===== src/rtl/iter_multdiv.sv =====
// Multi-cycle signed multiply (radix-4 Booth) / divide (non-restoring) unit.
// Start pulses abort any operation in flight; results are strobed once by data_resultRDY.
module iter_multdiv #(
    parameter int unsigned WIDTH       = 32,
    parameter int unsigned MULT_CYCLES = WIDTH / 2,
    parameter int unsigned DIV_CYCLES  = WIDTH
) (
    input  logic             clock,
    input  logic             reset_n,
    input  logic             ctrl_MULT,
    input  logic             ctrl_DIV,
    input  logic [WIDTH-1:0] data_operandA,
    input  logic [WIDTH-1:0] data_operandB,
    output logic [WIDTH-1:0] data_result,
    output logic             data_exception,
    output logic             data_resultRDY
);

    localparam int unsigned CW = $clog2(DIV_CYCLES + 1);
    localparam int unsigned PW = 2 * WIDTH + 2;

    typedef enum logic [1:0] {IDLE, MUL, DIV, DONE} state_t;

    state_t           state;
    logic [CW-1:0]    counter;
    logic [WIDTH-1:0] a_reg;
    logic [PW-1:0]    prod;
    logic [WIDTH:0]   rem;
    logic [WIDTH-1:0] quot;
    logic [WIDTH-1:0] bmag;
    logic             neg;
    logic             div_zero;
    logic             div_ovf;
    logic             op_div;

    logic [WIDTH+1:0] a_ext;
    logic [WIDTH+1:0] addend;
    logic [WIDTH+1:0] sum_mul;
    logic [PW-1:0]    prod_next;
    logic [WIDTH:0]   rem_sh;
    logic [WIDTH:0]   rem_next;
    logic [WIDTH-1:0] quot_next;
    logic [WIDTH-1:0] abs_a;
    logic [WIDTH-1:0] abs_b;
    logic [WIDTH-1:0] div_q;
    logic             mul_exc;

    // Booth step: add 0/+-A/+-2A to the upper part, then arithmetic shift right by 2
    always_comb begin
        a_ext  = {{2{a_reg[WIDTH-1]}}, a_reg};
        addend = '0;
        case (prod[2:0])
            3'b001, 3'b010: addend = a_ext;
            3'b011:         addend = {a_ext[WIDTH:0], 1'b0};
            3'b100:         addend = -{a_ext[WIDTH:0], 1'b0};
            3'b101, 3'b110: addend = -a_ext;
            default:        addend = '0;
        endcase
        sum_mul   = {prod[PW-1], prod[PW-1:WIDTH+1]} + addend;
        prod_next = {sum_mul[WIDTH+1], sum_mul, prod[WIDTH:2]};
    end

    // Non-restoring step on magnitudes; quotient bit is the inverted remainder sign
    always_comb begin
        rem_sh    = {rem[WIDTH-1:0], quot[WIDTH-1]};
        rem_next  = rem[WIDTH] ? rem_sh + {1'b0, bmag} : rem_sh - {1'b0, bmag};
        quot_next = {quot[WIDTH-2:0], ~rem_next[WIDTH]};
    end

    always_comb begin
        abs_a   = data_operandA[WIDTH-1] ? -data_operandA : data_operandA;
        abs_b   = data_operandB[WIDTH-1] ? -data_operandB : data_operandB;
        div_q   = neg ? -quot : quot;
        mul_exc = (prod[2*WIDTH:WIDTH+1] != {WIDTH{prod[WIDTH]}});
    end

    always_ff @(posedge clock or negedge reset_n) begin
        if (!reset_n) begin
            state          <= IDLE;
            counter        <= '0;
            a_reg          <= '0;
            prod           <= '0;
            rem            <= '0;
            quot           <= '0;
            bmag           <= '0;
            neg            <= 1'b0;
            div_zero       <= 1'b0;
            div_ovf        <= 1'b0;
            op_div         <= 1'b0;
            data_result    <= '0;
            data_exception <= 1'b0;
            data_resultRDY <= 1'b0;
        end else begin
            data_resultRDY <= 1'b0;
            if (ctrl_MULT || ctrl_DIV) begin
                counter  <= '0;
                a_reg    <= data_operandA;
                prod     <= {(WIDTH + 1)'(0), data_operandB, 1'b0};
                rem      <= '0;
                quot     <= abs_a;
                bmag     <= abs_b;
                neg      <= data_operandA[WIDTH-1] ^ data_operandB[WIDTH-1];
                div_zero <= (data_operandB == '0);
                div_ovf  <= (data_operandA == {1'b1, (WIDTH - 1)'(0)}) &&
                            (data_operandB == {WIDTH{1'b1}});
                op_div   <= ~ctrl_MULT;
                state    <= ctrl_MULT ? MUL : DIV;
            end else begin
                case (state)
                    MUL: begin
                        prod    <= prod_next;
                        counter <= counter + CW'(1);
                        if (counter == CW'(MULT_CYCLES - 1)) state <= DONE;
                    end
                    DIV: begin
                        rem     <= rem_next;
                        quot    <= quot_next;
                        counter <= counter + CW'(1);
                        if (counter == CW'(DIV_CYCLES - 1)) state <= DONE;
                    end
                    DONE: begin
                        state          <= IDLE;
                        data_resultRDY <= 1'b1;
                        if (!op_div) begin
                            data_result    <= prod[WIDTH:1];
                            data_exception <= mul_exc;
                        end else if (div_zero) begin
                            data_result    <= '0;
                            data_exception <= 1'b1;
                        end else if (div_ovf) begin
                            data_result    <= {1'b1, (WIDTH - 1)'(0)};
                            data_exception <= 1'b1;
                        end else begin
                            data_result    <= div_q;
                            data_exception <= 1'b0;
                        end
                    end
                    default: state <= IDLE;
                endcase
            end
        end
    end

endmodule


===== config.mk =====
export PLATFORM = sky130hd
export DESIGN_NAME = iter_multdiv
export DESIGN_NICKNAME = d
export VERILOG_FILES = /design/src/rtl/iter_multdiv.sv
export SDC_FILE = /design/constraint.sdc
export NUM_CORES = 1
export LEC_CHECK = 0
export CAP_MARGIN = 20
export CORE_ASPECT_RATIO = 2
export CORE_MARGIN = 3
export CORE_UTILIZATION = 62
export CTS_BUF_LIST = sky130_fd_sc_hd__clkbuf_4 sky130_fd_sc_hd__clkbuf_8
export DETAILED_ROUTE_END_ITERATION = 6
export PLACE_DENSITY = 0.94
export SETUP_SLACK_MARGIN = 0.02
export SYNTH_ARGS = -nofsm -noshare
export SYNTH_HDL_FRONTEND = slang
export SYNTH_SLANG_ARGS = --single-unit

===== constraint.sdc =====
create_clock -name clock -period 5.9 [get_ports clock]
set_input_delay 1.18 -clock clock [delete_from_list [all_inputs] [get_ports clock]]
set_output_delay 1.18 -clock clock [all_outputs]
set_load 0.05 [all_outputs]

# Word-level counts from Yosys, hierarchy flattened
# Index checks and enable logic that the tools add are counted.
[word_totals]
ff_bits = 241
latch_bits = 0
ram_bits = 0
mem_bits_ro = 0
inputBits = 68
wordCells = 80
n_memories = 0
[classes]
add_sub_neg = 9
n_mul = 0
n_div = 0
magnitude_cmp = 0
eq_ne = 16
shift = 0
n_mux = 26
bitwise_logic = 4
n_reduce_logical = 11
[ops]
columns = ["op", "n"]
rows = [
  ["$mux W32", 8],
  ["$pmux W34 S4", 1],
  ["$mux W66", 2],
  ["$mux W33", 3],
  ["$neg A32 Y32", 3],
  ["$neg A34 Y34", 2],
  ["$eq A32 B32 Y1 const B", 2],
  ["$add A34 B34 Y34", 1],
  ["$add A33 B32 Y33", 1],
  ["$sub A33 B32 Y33", 1],
  ["$logic_not A32 Y1", 1],
  ["$ne A32 B32 Y1", 1],
  ["$mux W6", 2],
  ["$eq A3 B3 Y1 const B", 3],
  ["$mux W2", 4],
  ["$add A6 B1 Y6 const B", 1],
  ["$eq A3 B2 Y1 const B", 2],
  ["$eq A6 B4 Y1 const B", 1],
  ["$eq A6 B5 Y1 const B", 1],
  ["$ne A3 B3 Y1 const B", 2],
  ["$reduce_bool A2 Y1", 3],
  ["$reduce_or A2 Y1", 3],
  ["$mux W1", 5],
  ["$eq A2 B2 Y1 const B", 2],
  ["other kinds (8)", 11],
]

# Longest topological paths before layout
# Gate-level depths: netlist (run 1).
[logic_depth]
word_depth = 6
depth_mapped = 21
mapped_depth_nobuf = 21

# Worst setup path before layout (run 1)
# OpenSTA, ideal clock, no wires.
[synth_path]
path_kind = "register -> register"
startpoint = "reg a_reg[2]"
endpoint = "reg prod[62]"
t_arrival_ns = 4.744
t_required_ns = 5.774
setup_slack_ns = 1.030
path_stages_with_launch = 20
path_buffers = 0
synth_period_minus_slack_ns = 4.870
cell_sequence = "dfrtp_1 nor4_1 or4b_1 or3_1 or3_1 nor3_1 xnor2_1 mux2i_1 a2bb2oi_1 a21oi_1 ha_1 a21oi_1 o21ai_0 a221oi_1 nor2_1 nor3_1 nand3b_1 a31oi_1 mux2i_1 a311o_1"
[synth_via]
elab_chain_len = 5
word_cells_on_any_way = 6
cone_classes = "add/sub (3); mux (3)"
[synth_lines]
columns = ["item", "line_no", "text"]
rows = [
  ["start: declaration", "26", "logic [WIDTH-1:0] a_reg;"],
  ["start signal: assignment", "97", "a_reg <= data_operandA;"],
  ["$neg A34 Y34 (on tied branches)", "56, 55", ""],
  ["$pmux W34 S4 (*)", "52", "case (prod[2:0])"],
  ["$add A34 B34 Y34 (*)", "59", "sum_mul = {prod[PW-1], prod[PW-1:WIDTH+1]} + addend;"],
  ["$mux W66 (*)", "109", "case (state)"],
  ["$mux W66 (*)", "95", "if (ctrl_MULT || ctrl_DIV) begin"],
  ["end signal: assignment", "98", "prod <= {(WIDTH + 1)'(0), data_operandB, 1'b0};"],
  ["end signal: assignment", "111", "prod <= prod_next;"],
  ["end: declaration", "27", "logic [PW-1:0] prod;"],
]
# Mark *: on every way between the ends. The rest lies on a longest branch, timed or not. The select of a mux whose other input is x is not followed.
# A chain may end at the register's enable or synchronous reset.

# Worst setup path after layout (run 1)
[layout_path]
startpoint = "reg a_reg[0]"
endpoint = "reg prod[62]"
# The elaborated chain is that of the path after synthesis.

==> summary.md, run 1 <==
| Metric | Value |
|---|---|
| Vias post-DR | 17300 |
| Worst EP required | 6.33 ns |
| Synth Cell Area | 17700 µm² |
| FFs w/ async S/R, synth | 1.00 |
| First-pass GRT wire length | 89800 µm |
| Pwr Density | 314 nW/µm² |
| Largest net degree at the start of global routing | 122 |
| Total core area | 27900 µm² |
| Synth Register Bits | 240 |
| CP arrival | 5.97 ns |
| R2r setup slk | 0.36 ns |
| H-tree depth | 2 |
| Grt met1 use | 0.360 |
| Min-delay worst type | reg2reg |
| CTS tree | done |
| Post-synth top area cell | dfrtp_1 |
| Reg clk slew, reported paths | 0.07 ns |
| Top cell type's share of synthesized area | 0.340 |
| VDD IR max | 299 µV |
| TritonCTS buffer count | 37 |
| Cell family with most CP delay | simple AND/OR/NAND/NOR gates |
| # IOs | 102 |
| Met3 Resource Use GR | 0.0431 |
| Clock Sinks | 240 |
| Hold buffer count at CTS | 0 |
| RSZ-0062 raised after global routing | yes |
| Post-route insts no fill | 2578 |
| Setup TNS | 0 ns |
| Final worst path period share | 0.939 |
| Busiest grt layer | met2 |
| Regs by FF count | prod x65, rem x33 |
| Critical path's largest stage delay | 0.58 ns |
| GR Overflow Total | 0 |
| Final ANT Viol Nets | 0 |
| Post-CTS Resized | 0 |
| Maximum clock insertion buffer count | 3 |
| Die area | 30700 µm² |
| Worst-Margin Slew | 1.09 ns |
| Fin. max-slew vios | 0 |
| Vias/cell | 6.70 |
| Critical-path cell list | inv_1, ha_1, or3b_2, or2_2, or4_1, nor3_1, xnor2_1, a21oi_1, nor2_1, a31oi_1, a21oi_1, ha_1, and4_1, a221oi_1, nor2_1, nor3_2, nand3b_1, a31oi_1, mux2i_1, a311o_1 |
| Total Wirelength | 56300 µm |
| F_max | 181 MHz |
| Max-slew headroom | 0.270 |
| Mapped Cells | 2155 |
| IO buf count | 101 |
| Setup CP Type | reg2reg |
| Dpl ws | 0.154 ns |
| Number of synthesized flops with an enable pin | 0 |
| Setup Buffers After CTS | 0 |
| Worst skew pair latency | 0.57 ns |
| Net Count, Synth | 2300 |
| Sequential share of the synthesized area | 0.340 |
| Root Buffer | clkbuf_8 |
| Die H | 245 µm |
| Skew final | 0.0302 ns |
| Pleak | 8.46 nW |
| Synth Flop Type | dfrtp_1 |
| Crit path capture type | flip-flop |
| Synth area leaders | dfrtp_1 (34%), nand2_1 (6.2%), xor2_1 (6.0%), mux2i_1 (5.5%), a21oi_1 (5.3%) |
| GPL Wtd Cong | 0.994 |
| Final nets | 2345 |
| Final hold viol count | 0 |
| Max-Cap Viols | 0 |
| Detailed Routing Iterations Pass 1 | 6 |
| Tmin final | 5.54 ns |
| Synth warn | 0 |
| DP HPWL | 40300 µm |
| Largest register FFs | 65 |
| Most common cell in the netlist | nand2_1 |
| DR DRC count | 0 |
| P&R area growth vs syn | 11.8% |
| DRC violation total after the first TritonRoute iteration | 1530 |
| WP buf/inv | 1 |
| Final worst-path setup slack | 0.361 ns |
| Fraction of final layout cells with drive strength greater than 1 | 0.0575 |
| CP max-delay cell | or4_1 |
| Starting Density | 0.634 |
| Commonest cells in the netlist | nand2_1 (293), dfrtp_1 (240), nor2_1 (214) |
| Outcome | completed |
| Initial antenna violation count | 1 |
| Routed length per instance | 21.9 µm |
| Number of global-route vias before repair | 17700 |
| Yosys cell types | 75 |
| Final setup fails | 0 |
| Met2 usage | 0.660 |
| Critical Path Start Type | flip-flop |
| Syn avg cell area | 8.20 µm² |
| DP Cell Count | 2513 |
| Die width | 125 µm |
| Row count | 86 |
| Biggest register | prod |
| Total global-route track usage | 0.362 |
| CP Max Fanout | 6 |
==> layout by cell type, fill, tap and decap left out, types with 6 or more instances in the layout <==
cell | netlist | routed
buf_4 | 0 | 24
or3_1 | 25 | 25
and3_1 | 8 | 8
a31oi_1 | 16 | 16
xor2_1 | 121 | 121
and2_1 | 10 | 9
ha_1 | 75 | 73
nor4_1 | 22 | 21
clkinv_2 | 0 | 6
o211ai_1 | 11 | 11
o31ai_1 | 27 | 27
nor2_1 | 214 | 213
a211oi_1 | 20 | 20
or2_2 | 9 | 8
clkbuf_8 | 0 | 45
or4_1 | 17 | 17
clkdlybuf4s50_1 | 0 | 100
nand3_1 | 40 | 40
o41ai_1 | 14 | 14
a22oi_1 | 17 | 17
nand4_1 | 21 | 21
a21o_1 | 23 | 23
clkbuf_4 | 0 | 10
nor3_1 | 42 | 41
o221ai_1 | 10 | 10
mux2i_1 | 97 | 97
inv_1 | 45 | 45
o21ai_0 | 170 | 170
xnor2_1 | 93 | 93
nor2b_1 | 43 | 43
nand2b_1 | 10 | 10
nand2_1 | 293 | 293
dfrtp_1 | 240 | 240
o21bai_1 | 12 | 12
a221oi_1 | 12 | 12
o21a_1 | 12 | 12
a21oi_1 | 188 | 188
==> cell families after synthesis <==
logic type,count (synthesis),synth area share
multiplexers,100,0.0569
buffers and inverters,167,0.0356
adder cells (fa/ha/maj),77,0.0554
XOR/XNOR,214,0.106
AO/OA/AOI/OAI,570,0.199
AND/OR/NAND/NOR,787,0.207
flip-flops,240,0.340
==> path summary, 6_finish.rpt <==
path,startpoint,endpoint,cells after the start
worst max-delay path,a_reg[0]$_DFFE_PN0N_,prod[62]$_DFFE_PN0P_,20
worst min-delay path,data_result[1]$_DFFE_PN0P_,data_result[1]$_DFFE_PN0P_,1
min in group asynchronous,reset_n,bmag[7]$_DFFE_PN0N_,1
max in group asynchronous,reset_n,counter[5]$_DFFE_PN0P_,2
worst min register to register,data_result[1]$_DFFE_PN0P_,data_result[1]$_DFFE_PN0P_,1
worst max register to register,a_reg[0]$_DFFE_PN0N_,prod[62]$_DFFE_PN0P_,20
==> worst reg2reg max path, stage by stage, from the launching register on <==
cell and delay [ns]:
dfrtp_1 0.43, inv_1 0.12, ha_1 0.23, or3b_2 0.49, or2_2 0.37, or4_1 0.58
nor3_1 0.21, xnor2_1 0.20, a21oi_1 0.11, nor2_1 0.09, a31oi_1 0.04, a21oi_1 0.30
ha_1 0.35, and4_1 0.26, a221oi_1 0.40, nor2_1 0.11, nor3_2 0.33, nand3b_1 0.15
a31oi_1 0.23, mux2i_1 0.10, a311o_1 0.31
==> report_power, final <==
part,internal [mW],switching (mW)
sequential,1.89,0.307
combinational,0.906,1.54
clock,0.843,0.704
==> metal layers <==
layer  wire, µm  part of all wire
met1      18200              0.32
met2      29200              0.52
met3       3380             0.060
met4       5530             0.098
met5          0                 0
==> area by class of cell <==
cell class	count	area, µm²
timing repair buffer	127	1240
tap	352	440
inverter	46	173
antenna	1	2.50
clock buffer	55	694
fill	2017	8120
sequential	240	6010
clock inverter	9	98.8
multi-input combinational	1748	11100
==> metrics by stage <==
stage | utilization | hold slack [ns] | instance area (µm²) | total power, mW
finish | 0.708 | 0.494 | 19700 | 6.19
global route | 0.708 | 0.516 | 19700 | 6.46
CTS | 0.707 | 0.497 | 19700 | 6.16
detailed placement | 0.679 | 0.483 | 18900 | 4.60
global placement | 0.679 | 0.474 | 18900 | 4.52
floorplan | - | 0.456 | 17700 | 3.77
(Power assumes the default switching activity.)
==> run 2: changes to the inputs <==
Settings changed: CELL_PAD_IN_SITES_DETAIL_PLACEMENT set to 0, CELL_PAD_IN_SITES_GLOBAL_PLACEMENT set to 1, CORE_UTILIZATION 62 to 48, PLACE_DENSITY 0.94 to 0.95.
==> run 2 against run 1 <==
Effect of this change:
- maximum frequency up 1.5%
- clock skew down 0.015 ns
- worst setup slack better by 0.082 ns
- combinational power about the same
- cell count up 4.4%
- largest cell class unchanged
==> summary.md, run 2 (same netlist as run 1, synthesis figures left out) <==
| Metric | Value |
|---|---|
| P&R area growth vs syn | 13.6% |
| Skew final | 0.0149 ns |
| Pleak | 8.56 nW |
| Worst EP required | 6.40 ns |
| Largest net degree at the start of global routing | 128 |
| Die width | 142 µm |
| Max-Cap Viols | 0 |
| Worst Hold Depth | 1 |
| CTS tree | done |
| Worst R2R Start | a_reg[1]$_DFFE_PN0N_ |
| Fin. max-slew vios | 0 |
| Final worst-path setup slack | 0.443 ns |
| Seq. cell area | 6010 µm² |
| Min-delay worst type | reg2reg |
| Initial antenna violation count | 1 |
| Worst skew pair latency | 0.58 ns |
| CP Max Fanout | 6 |
| Die H | 277 µm |
| Final hold viol count | 0 |
| TritonCTS buffer count | 40 |
| CP arrival | 5.96 ns |
| Number of global-route vias before repair | 16800 |
| GR Overflow Total | 0 |
| DP Cell Count | 2619 |
| RSZ-0062 raised after global routing | yes |
| Crit Reg-Reg Endpoint | prod[64]$_DFFE_PN0P_ |
| H-tree depth | 2 |
| Detailed Routing Iterations Pass 1 | 6 |
| Post-route insts no fill | 2692 |
| Outcome | completed |
| DR DRC count | 0 |
| Critical Path Start Type | flip-flop |
| Dpl ws | 0.318 ns |
| DRC violation total after the first TritonRoute iteration | 1164 |
| Most frequent cells in the layout | nand2_1 (293), dfrtp_1 (240), nor2_1 (213) |
| Pwr Density | 317 nW/µm² |
| IO buf count | 101 |
| Vias/cell | 6.11 |
| Row count | 98 |
| Setup TNS | 0 ns |
| Total core area | 36000 µm² |
| # IOs | 102 |
| Crit path capture type | flip-flop |
| Multi-input logic area | 11100 µm² |
| Max-slew headroom | 0.283 |
| R2r setup slk | 0.44 ns |
| Biggest register | prod |
| Routed length per instance | 20.9 µm |
| Vias post-DR | 16500 |
| Register-to-Register Path Depth | 21 |
| DP HPWL | 41900 µm |
| Hold_sp | data_result[26]$_DFFE_PN0P_ |
| Reg clk slew, reported paths | 0.07 ns |
| Worst-Margin Slew | 1.08 ns |
| Final ANT Viol Nets | 0 |
| GPL Wtd Cong | 1.01 |
| Core Util, Final | 0.556 |
| Final worst path period share | 0.925 |
| Total Wirelength | 56300 µm |
| VDD IR max | 272 µV |
| # fillers | 3412 |
| Tmin final | 5.46 ns |
| Hold EP | data_result[26]$_DFFE_PN0P_ |
| Commonest non-fill, non-tap cell in the layout | nand2_1 |
| Root Buffer | clkbuf_8 |
| Starting Density | 0.490 |
| Clock Sinks | 240 |
| Maximum clock insertion buffer count | 3 |
| F_max | 183 MHz |
| First-pass GRT wire length | 88800 µm |
| Total global-route track usage | 0.284 |
| Setup Buffers After CTS | 0 |
| Fraction of final layout cells with drive strength greater than 1 | 0.0638 |
| Largest register FFs | 65 |
| Final nets | 2356 |
| Die area | 39300 µm² |
| Tot Pwr | 6.36 mW |
| Final setup fails | 0 |
| Regs by FF count | prod x65, rem x33 |
| Setup CP Type | reg2reg |
-- run 2: critical path: stages (launching register included) --
cell and delay [ns]:
dfrtp_1 0.45, inv_1 0.09, ha_1 0.20, or3b_2 0.50, or2_2 0.35, or4_1 0.58, nor3_1 0.25, xnor2_1 0.14
a21oi_1 0.18, nor2_1 0.05, a31oi_1 0.16, a21oi_1 0.12, ha_1 0.38, and4_1 0.29, nand3_1 0.15, a2111oi_1 0.37
nor3_1 0.11, buf_4 0.17, o31ai_1 0.27, xor2_1 0.11, or3_1 0.31, a21oi_1 0.15
-- run 2: metal layers --
metal,global-route usage,share of wire,wire [µm]
met5,0,0,0
met4,0.212,0.086,4850
met3,0.0336,0.040,2240
met2,0.529,0.54,30200
met1,0.278,0.34,19000
-- run 2: area by class of cell --
cell class | count | share of cell area
clock inverters | 17 | 0.0104
clock buffers | 55 | 0.0365
inverters | 46 | 0.00861
repair buffers | 135 | 0.0646
flip-flops and latches | 240 | 0.299
multi-input cells | 1748 | 0.552
diodes | 1 | 0.000125
well taps | 450 | 0.0281
-- run 2: power breakdown --
part / switching (mW) / internal [mW]
logic: 1.51 / 0.906
registers: 0.299 / 1.89
clock network: 0.764 / 0.989
total: 2.57 / 3.79
-- run 2: per-stage QoR --
| stage | hold WS (ns) | cell area, µm² |
|---|---|---|
| after detailed placement | 0.479 | 19100 |
| after global routing | 0.520 | 20100 |
| after floorplan | 0.456 | 17700 |
| after CTS | 0.495 | 20000 |
| after global placement | 0.472 | 19100 |
| final | 0.495 | 20100 |
-- run 2: worst max-delay path by stage --
stage	from	end
2_1_floorplan	a_reg[2]$_DFFE_PN0N_	prod[62]$_DFFE_PN0P_
3_3_place_gp	a_reg[1]$_DFFE_PN0N_	prod[61]$_DFFE_PN0P_
3_5_place_dp	a_reg[1]$_DFFE_PN0N_	prod[61]$_DFFE_PN0P_
4_1_cts	a_reg[1]$_DFFE_PN0N_	prod[61]$_DFFE_PN0P_
5_1_grt	a_reg[1]$_DFFE_PN0N_	prod[62]$_DFFE_PN0P_
6_report	a_reg[1]$_DFFE_PN0N_	prod[64]$_DFFE_PN0P_
-- run 2: what timing repair did --
action	in CTS	in global routing
hold buffers	0	0
setup endpoints to repair	0	4
endpoints found under the hold margin	0	0
gates resized for setup	0	3
